## src/rtl/rgb_pwm_pkg.sv

```systemverilog
// Shared types for the RGB PWM output stage: FSM states, duty triple and the
// gamma curve applied at capture when RGB_PWM_GAMMA_EN is defined.
package rgb_pwm_pkg;

    // Duty storage is sized for the widest supported PWM_BITS; narrower
    // configurations keep the upper bits at zero.
    localparam int unsigned DUTY_MAX_W = 16;

    typedef logic [DUTY_MAX_W-1:0] duty_t;

    typedef enum logic {
        IDLE    = 1'b0,
        PENDING = 1'b1
    } pwm_state_t;

    typedef struct packed {
        duty_t r;
        duty_t g;
        duty_t b;
    } rgb_duty_t;

    // Squared brightness curve, g = d*d >> bits, with full scale kept at full scale.
    function automatic duty_t gamma_correct(input duty_t d, input int unsigned bits);
        logic [2*DUTY_MAX_W-1:0] prod;
        logic [2*DUTY_MAX_W-1:0] full;
        full = (32'd1 << bits) - 32'd1;
        prod = {{DUTY_MAX_W{1'b0}}, d} * {{DUTY_MAX_W{1'b0}}, d};
        if ({{DUTY_MAX_W{1'b0}}, d} == full) begin
            return d;
        end
        return duty_t'(prod >> bits);
    endfunction

endpackage

```

## src/rtl/rgb_pwm_driver_pwm_channel.sv

```systemverilog
// One PWM output: compares the shared period counter with this channel's
// active duty and registers the pin at the configured LED-on polarity.
module pwm_channel
    import rgb_pwm_pkg::*;
#(
    parameter bit ACTIVE_LOW = 1'b1
) (
    input  logic  clk,
    input  logic  reset,
    input  duty_t cnt_i,
    input  duty_t duty_i,
    output logic  pin_o
);

    localparam logic PIN_OFF = ACTIVE_LOW;

    logic pin_q;
    logic pin_d;

    // Strict less-than: duty 0 never lights, the top code misses one tick.
    always_comb begin
        pin_d = (cnt_i < duty_i) ? ~PIN_OFF : PIN_OFF;
    end

    always_ff @(posedge clk) begin
        if (reset) begin
            pin_q <= PIN_OFF;
        end else begin
            pin_q <= pin_d;
        end
    end

    assign pin_o = pin_q;

endmodule

```

## src/rtl/rgb_pwm_driver.sv

```systemverilog
// RGB LED PWM driver: prescaled period counter, double-buffered duty triple
// swapped on period boundaries, three registered pin drivers.
// Optional gamma correction on capture is enabled by defining RGB_PWM_GAMMA_EN.
module rgb_pwm_driver
    import rgb_pwm_pkg::*;
#(
    parameter int unsigned PWM_BITS   = 8,
    parameter int unsigned PRESCALE   = 46,
    parameter bit          ACTIVE_LOW = 1'b1
) (
    input  logic                clk,
    input  logic                reset,
    input  logic [PWM_BITS-1:0] duty_r,
    input  logic [PWM_BITS-1:0] duty_g,
    input  logic [PWM_BITS-1:0] duty_b,
    input  logic                duty_valid,
    output logic                duty_ready,
    output logic                period_start,
    output logic                RGB_R,
    output logic                RGB_G,
    output logic                RGB_B
);

    localparam int unsigned         PRE_W    = (PRESCALE > 0) ? $clog2(PRESCALE + 1) : 1;
    localparam logic [PRE_W-1:0]    PRE_TERM = PRE_W'(PRESCALE);
    localparam logic [PWM_BITS-1:0] CNT_MAX  = '1;

    logic [PRE_W-1:0]    pre_cnt_q;
    logic [PRE_W-1:0]    pre_cnt_d;
    logic [PWM_BITS-1:0] pwm_cnt_q;
    logic [PWM_BITS-1:0] pwm_cnt_d;
    logic                tick;
    logic                boundary;

    pwm_state_t state_q;
    rgb_duty_t  pending_q;
    rgb_duty_t  active_q;
    rgb_duty_t  captured;
    logic       duty_ready_q;
    logic       period_start_q;
    logic       xfer;

    assign tick     = (pre_cnt_q == PRE_TERM);
    assign boundary = tick && (pwm_cnt_q == CNT_MAX);

    always_comb begin
        pre_cnt_d = tick ? '0 : pre_cnt_q + 1'b1;
        pwm_cnt_d = tick ? pwm_cnt_q + 1'b1 : pwm_cnt_q;
    end

    always_ff @(posedge clk) begin
        if (reset) begin
            pre_cnt_q <= '0;
            pwm_cnt_q <= '0;
        end else begin
            pre_cnt_q <= pre_cnt_d;
            pwm_cnt_q <= pwm_cnt_d;
        end
    end

    always_comb begin
        captured.r = duty_t'(duty_r);
        captured.g = duty_t'(duty_g);
        captured.b = duty_t'(duty_b);
`ifdef RGB_PWM_GAMMA_EN
        captured.r = gamma_correct(captured.r, PWM_BITS);
        captured.g = gamma_correct(captured.g, PWM_BITS);
        captured.b = gamma_correct(captured.b, PWM_BITS);
`endif
    end

    // Handshake: a triple moves when duty_valid && duty_ready are both high at
    // a rising clk edge; valid may stay high and is simply ignored while not ready.
    assign xfer = duty_valid && duty_ready_q;

    // Pending is promoted only on a boundary, so a capture landing on the
    // boundary cycle itself waits a whole period.
    always_ff @(posedge clk) begin
        if (reset) begin
            state_q        <= IDLE;
            pending_q      <= '0;
            active_q       <= '0;
            duty_ready_q   <= 1'b0;
            period_start_q <= 1'b0;
        end else begin
            period_start_q <= boundary;
            case (state_q)
                IDLE: begin
                    if (xfer) begin
                        pending_q    <= captured;
                        state_q      <= PENDING;
                        duty_ready_q <= 1'b0;
                    end else begin
                        duty_ready_q <= 1'b1;
                    end
                end
                PENDING: begin
                    if (boundary) begin
                        active_q     <= pending_q;
                        state_q      <= IDLE;
                        duty_ready_q <= 1'b1;
                    end
                end
                default: begin
                    state_q      <= IDLE;
                    duty_ready_q <= 1'b0;
                end
            endcase
        end
    end

    assign duty_ready   = duty_ready_q;
    assign period_start = period_start_q;

    duty_t cnt_ext;
    assign cnt_ext = duty_t'(pwm_cnt_q);

    pwm_channel #(.ACTIVE_LOW(ACTIVE_LOW)) u_chan_r (
        .clk    (clk),
        .reset  (reset),
        .cnt_i  (cnt_ext),
        .duty_i (active_q.r),
        .pin_o  (RGB_R)
    );

    pwm_channel #(.ACTIVE_LOW(ACTIVE_LOW)) u_chan_g (
        .clk    (clk),
        .reset  (reset),
        .cnt_i  (cnt_ext),
        .duty_i (active_q.g),
        .pin_o  (RGB_G)
    );

    pwm_channel #(.ACTIVE_LOW(ACTIVE_LOW)) u_chan_b (
        .clk    (clk),
        .reset  (reset),
        .cnt_i  (cnt_ext),
        .duty_i (active_q.b),
        .pin_o  (RGB_B)
    );

endmodule
```

## config.mk

```make
export PLATFORM = sky130hd
export DESIGN_NAME = rgb_pwm_driver
export DESIGN_NICKNAME = d
export VERILOG_FILES = /design/src/rtl/rgb_pwm_pkg.sv /design/src/rtl/rgb_pwm_driver_pwm_channel.sv /design/src/rtl/rgb_pwm_driver.sv
export SDC_FILE = /design/constraint.sdc
export NUM_CORES = 1
export LEC_CHECK = 0
export ABC_CLOCK_PERIOD_IN_PS = 4800
export BUFFER_PORTS_ARGS = -buffer_cell sky130_fd_sc_hd__buf_2
export CORE_MARGIN = 10
export CORE_UTILIZATION = 60
export DETAILED_ROUTE_END_ITERATION = 7
export GPL_TIMING_DRIVEN = 0
export PLACE_DENSITY = 0.93
export SLEW_MARGIN = 20
export SYNTH_ARGS = -nofsm -noshare
export SYNTH_HDL_FRONTEND = slang
export SYNTH_SLANG_ARGS = --single-unit
export TNS_END_PERCENT = 50
```

## constraint.sdc

```tcl
create_clock -name clk -period 4.8 [get_ports clk]
set_input_delay 0.24 -clock clk [delete_from_list [all_inputs] [get_ports clk]]
set_output_delay 0.24 -clock clk [all_outputs]
set_load 0.01 [all_outputs]
```

==> metrics.csv <==
metric,value,unit
drc_errors,0,
cpPeakStageDelay,510,ps
rsz0062_at_grt,false,
period_needed,2080,ps
cts_root_buf,clkbuf_8,
cts_setup_buffers,0,
die_w,92.41,um
setup_viol,0,
cp.buffers_inverters,1,
fin_nets,451,
routabilityCongestion,0.8179,
p_total,1.060,mW
synth_cells,359,
ioPinCount,32,
cpMaxStageDelayCell,nor4_4,
totalWireLength,6823,um
cp_cell_sequence,ha_1 > nand4b_4 > nor4_4 > buf_2 > nand2_1 > a21oi_2,
status,completed,
grt_pass1_wl,11840,um
critPathKind,flop to flop,
viasPerCell,5.320,
ant_nets,0,
antenna_found_initial,0,
synth-seq-area-share,0.4328,
grt_max_degree,12,
dp_hpwl,4919,um
tightest_slew,730.4,ps
final_common_cell,nand2_1,
rows,26,
h-tree-depth,3,
grt_overflow_total,0,
clock_sinks,68,
p_leak,1.329,nW
initial_utilization,0.6159,
grt_pass1_vias,2653,
async_reset_ff_frac,0,
cts_inserted_buffers,9,
synth_cell_type_count,38,
drv_slew,0,
final_cell_mix,"81 x nand2_1, 68 x dfxtp_1, 32 x buf_2",
io_buffers,30,
diodes,0,
clkLatencyLatePin,350,ps
synth_seq_cells,68,
crit_arrival,2360,ps
slew_headroom,0.5131,
cap_violations,0,
die_h,92.41,um
syn_avg_cell_area,8.762,sq um
crit_family,simple AND/OR/NAND/NOR gates,
drive_gt1_frac,0.2321,
skew,6.048,ps
fillers,383,
vias,2527,
peakVddDrop,0.2949,mV
startpoint_type,flop,
gr-usage-all-layers,0.1708,
yosys_warnings,0,
cts_tree,built,
cellPowerDensity,298.2,nW/um^2
wl_per_cell,14.36,um
first_pass_iters,5,
hold_buffers,0,
synthesis.nets,410,
first_iter_violations,182,
required,5080,ps
crit_path_end_kind,flop,
min_period_over_period,0.4333,
core,5107,sq um
maxClockFrequency,0.4808,GHz
synth-main-ff-cell,dfxtp_1,
synth-edff-count,0,
clk_path_buf_depth,2,
cts_resized,0,
hold_viol,0,
areaGrowthSynthToFinish,12.97,%
worstHoldPathType,input port to flop,
synth_area,3146,sq um
crit_path_max_fanout,10,
die_area,8539,sq um
setup_tns,0,ps
path_clk_slew,70,ps
## sequential cells by signal (all words and copies together) (netlist names)
| signal | count |
|---|---|
| duty_ready | 1 |
| u_chan_b.pin_o | 1 |
| u_chan_g.pin_o | 1 |
| pwm_cnt_q | 8 |
| active_q | 24 |
| state_q | 1 |
| pre_cnt_q | 6 |
| period_start | 1 |
| pending_q | 24 |
| u_chan_r.pin_o | 1 |
## stage by stage
| stage | utilization | hold WS, ps | setup slack (ps) | instances | cell area (sq um) |
|---|---|---|---|---|---|
| 6_report | 0.6957 | 122.2 | 2720 | 475 | 3553 |
| 5_1_grt | 0.6957 | 123.8 | 2630 | 475 | 3553 |
| 4_1_cts | 0.6957 | 111.8 | 2756 | 475 | 3553 |
| 3_5_place_dp | 0.6624 | 446.1 | 2764 | 459 | 3383 |
| 3_3_place_gp | 0.6624 | 441.4 | 2793 | 459 | 3383 |
| 2_1_floorplan | - | 376.0 | 2974 | 359 | 3146 |
## layout make-up
| cell class | instances | area (sq um) | share of cell area |
|---|---|---|---|
| plain buffers | 17 | 106.4 | 0.02993 |
| clock buffers | 12 | 145.1 | 0.04084 |
| clock inverters | 4 | 25.02 | 0.007042 |
| inverters | 24 | 90.09 | 0.02535 |
| multi-input cells | 250 | 1588 | 0.4468 |
| flip-flops and latches | 68 | 1361 | 0.3831 |
| well taps | 70 | 87.58 | 0.02465 |
| repair buffers | 30 | 150.1 | 0.04225 |
## power breakdown
group / total, mW / internal (mW) / switching (mW) / leakage, nW
Sequential: 0.587 / 0.578 / 0.00891 / 0.551
Clock: 0.415 / 0.200 / 0.215 / 0.0824
Combinational: 0.0577 / 0.0221 / 0.0356 / 0.696
## cells by family (layout without fill, tap and decap cells)
family / after synthesis / after routing / synth area share
flops: 68 / 68 / 0.4328
simple gates: 142 / 142 / 0.2184
buf+inv: 41 / 87 / 0.06245
mux: 1 / 1 / 0.003182
compound gates: 73 / 73 / 0.1599
xor+xnor: 10 / 10 / 0.02784
fa+ha+maj: 24 / 24 / 0.09547
## metal layers
layer | up-vias | track usage | routed length (um)
met3 | 21 | 0.04439 | 288
li1 | 1272 | - | -
met4 | 0 | 0.08997 | 223
met1 | 1180 | 0.1940 | 3005
met2 | 54 | 0.2882 | 3306
met5 | - | 0 | 0
## worst paths after layout
path | from | endpoint | slack [ps] | depth (start not counted)
worst max register to register | pwm_cnt_q[1] | active_q[21] | 2720 | 6
worst min register to register | active_q[37] | active_q[37] | 450 | 2
worst max-delay path | pwm_cnt_q[1] | active_q[21] | 2720 | 6
worst min-delay path | duty_g[4] | pending_q[20] | 120 | 3
## worst reg2reg max path, stage by stage, from the launching register on
cell	delay [ps]
dfxtp_1	490
ha_1	280
nand4b_4	160
nor4_4	510
buf_2	310
nand2_1	120
a21oi_2	140
## synth_stat cells, types with 2 or more instances
| master | count | area [sq um] |
|---|---|---|
| nand4_1 | 3 | 18.77 |
| clkbuf_1 | 10 | 37.54 |
| o21ai_0 | 4 | 20.02 |
| nand3_1 | 3 | 15.01 |
| inv_1 | 24 | 90.09 |
| nor2_1 | 16 | 60.06 |
| xor2_1 | 4 | 35.03 |
| nand2_1 | 81 | 304.0 |
| o21a_1 | 4 | 30.03 |
| nand2b_1 | 4 | 25.02 |
| xnor2_1 | 6 | 52.55 |
| buf_2 | 2 | 10.01 |
| nor3_1 | 4 | 20.02 |
| a21o_1 | 3 | 22.52 |
| buf_1 | 2 | 7.510 |
| buf_12 | 2 | 40.04 |
| o21bai_1 | 3 | 22.52 |
| dfxtp_1 | 68 | 1361 |
| a41o_1 | 3 | 30.03 |
| a2111oi_0 | 3 | 26.28 |
| ha_1 | 24 | 300.3 |
| a211o_1 | 3 | 26.28 |
| a21oi_1 | 30 | 150.1 |
| nand2_2 | 20 | 125.1 |
| a21oi_2 | 20 | 175.2 |
Note: power is estimated with default switching activity, not from simulation.
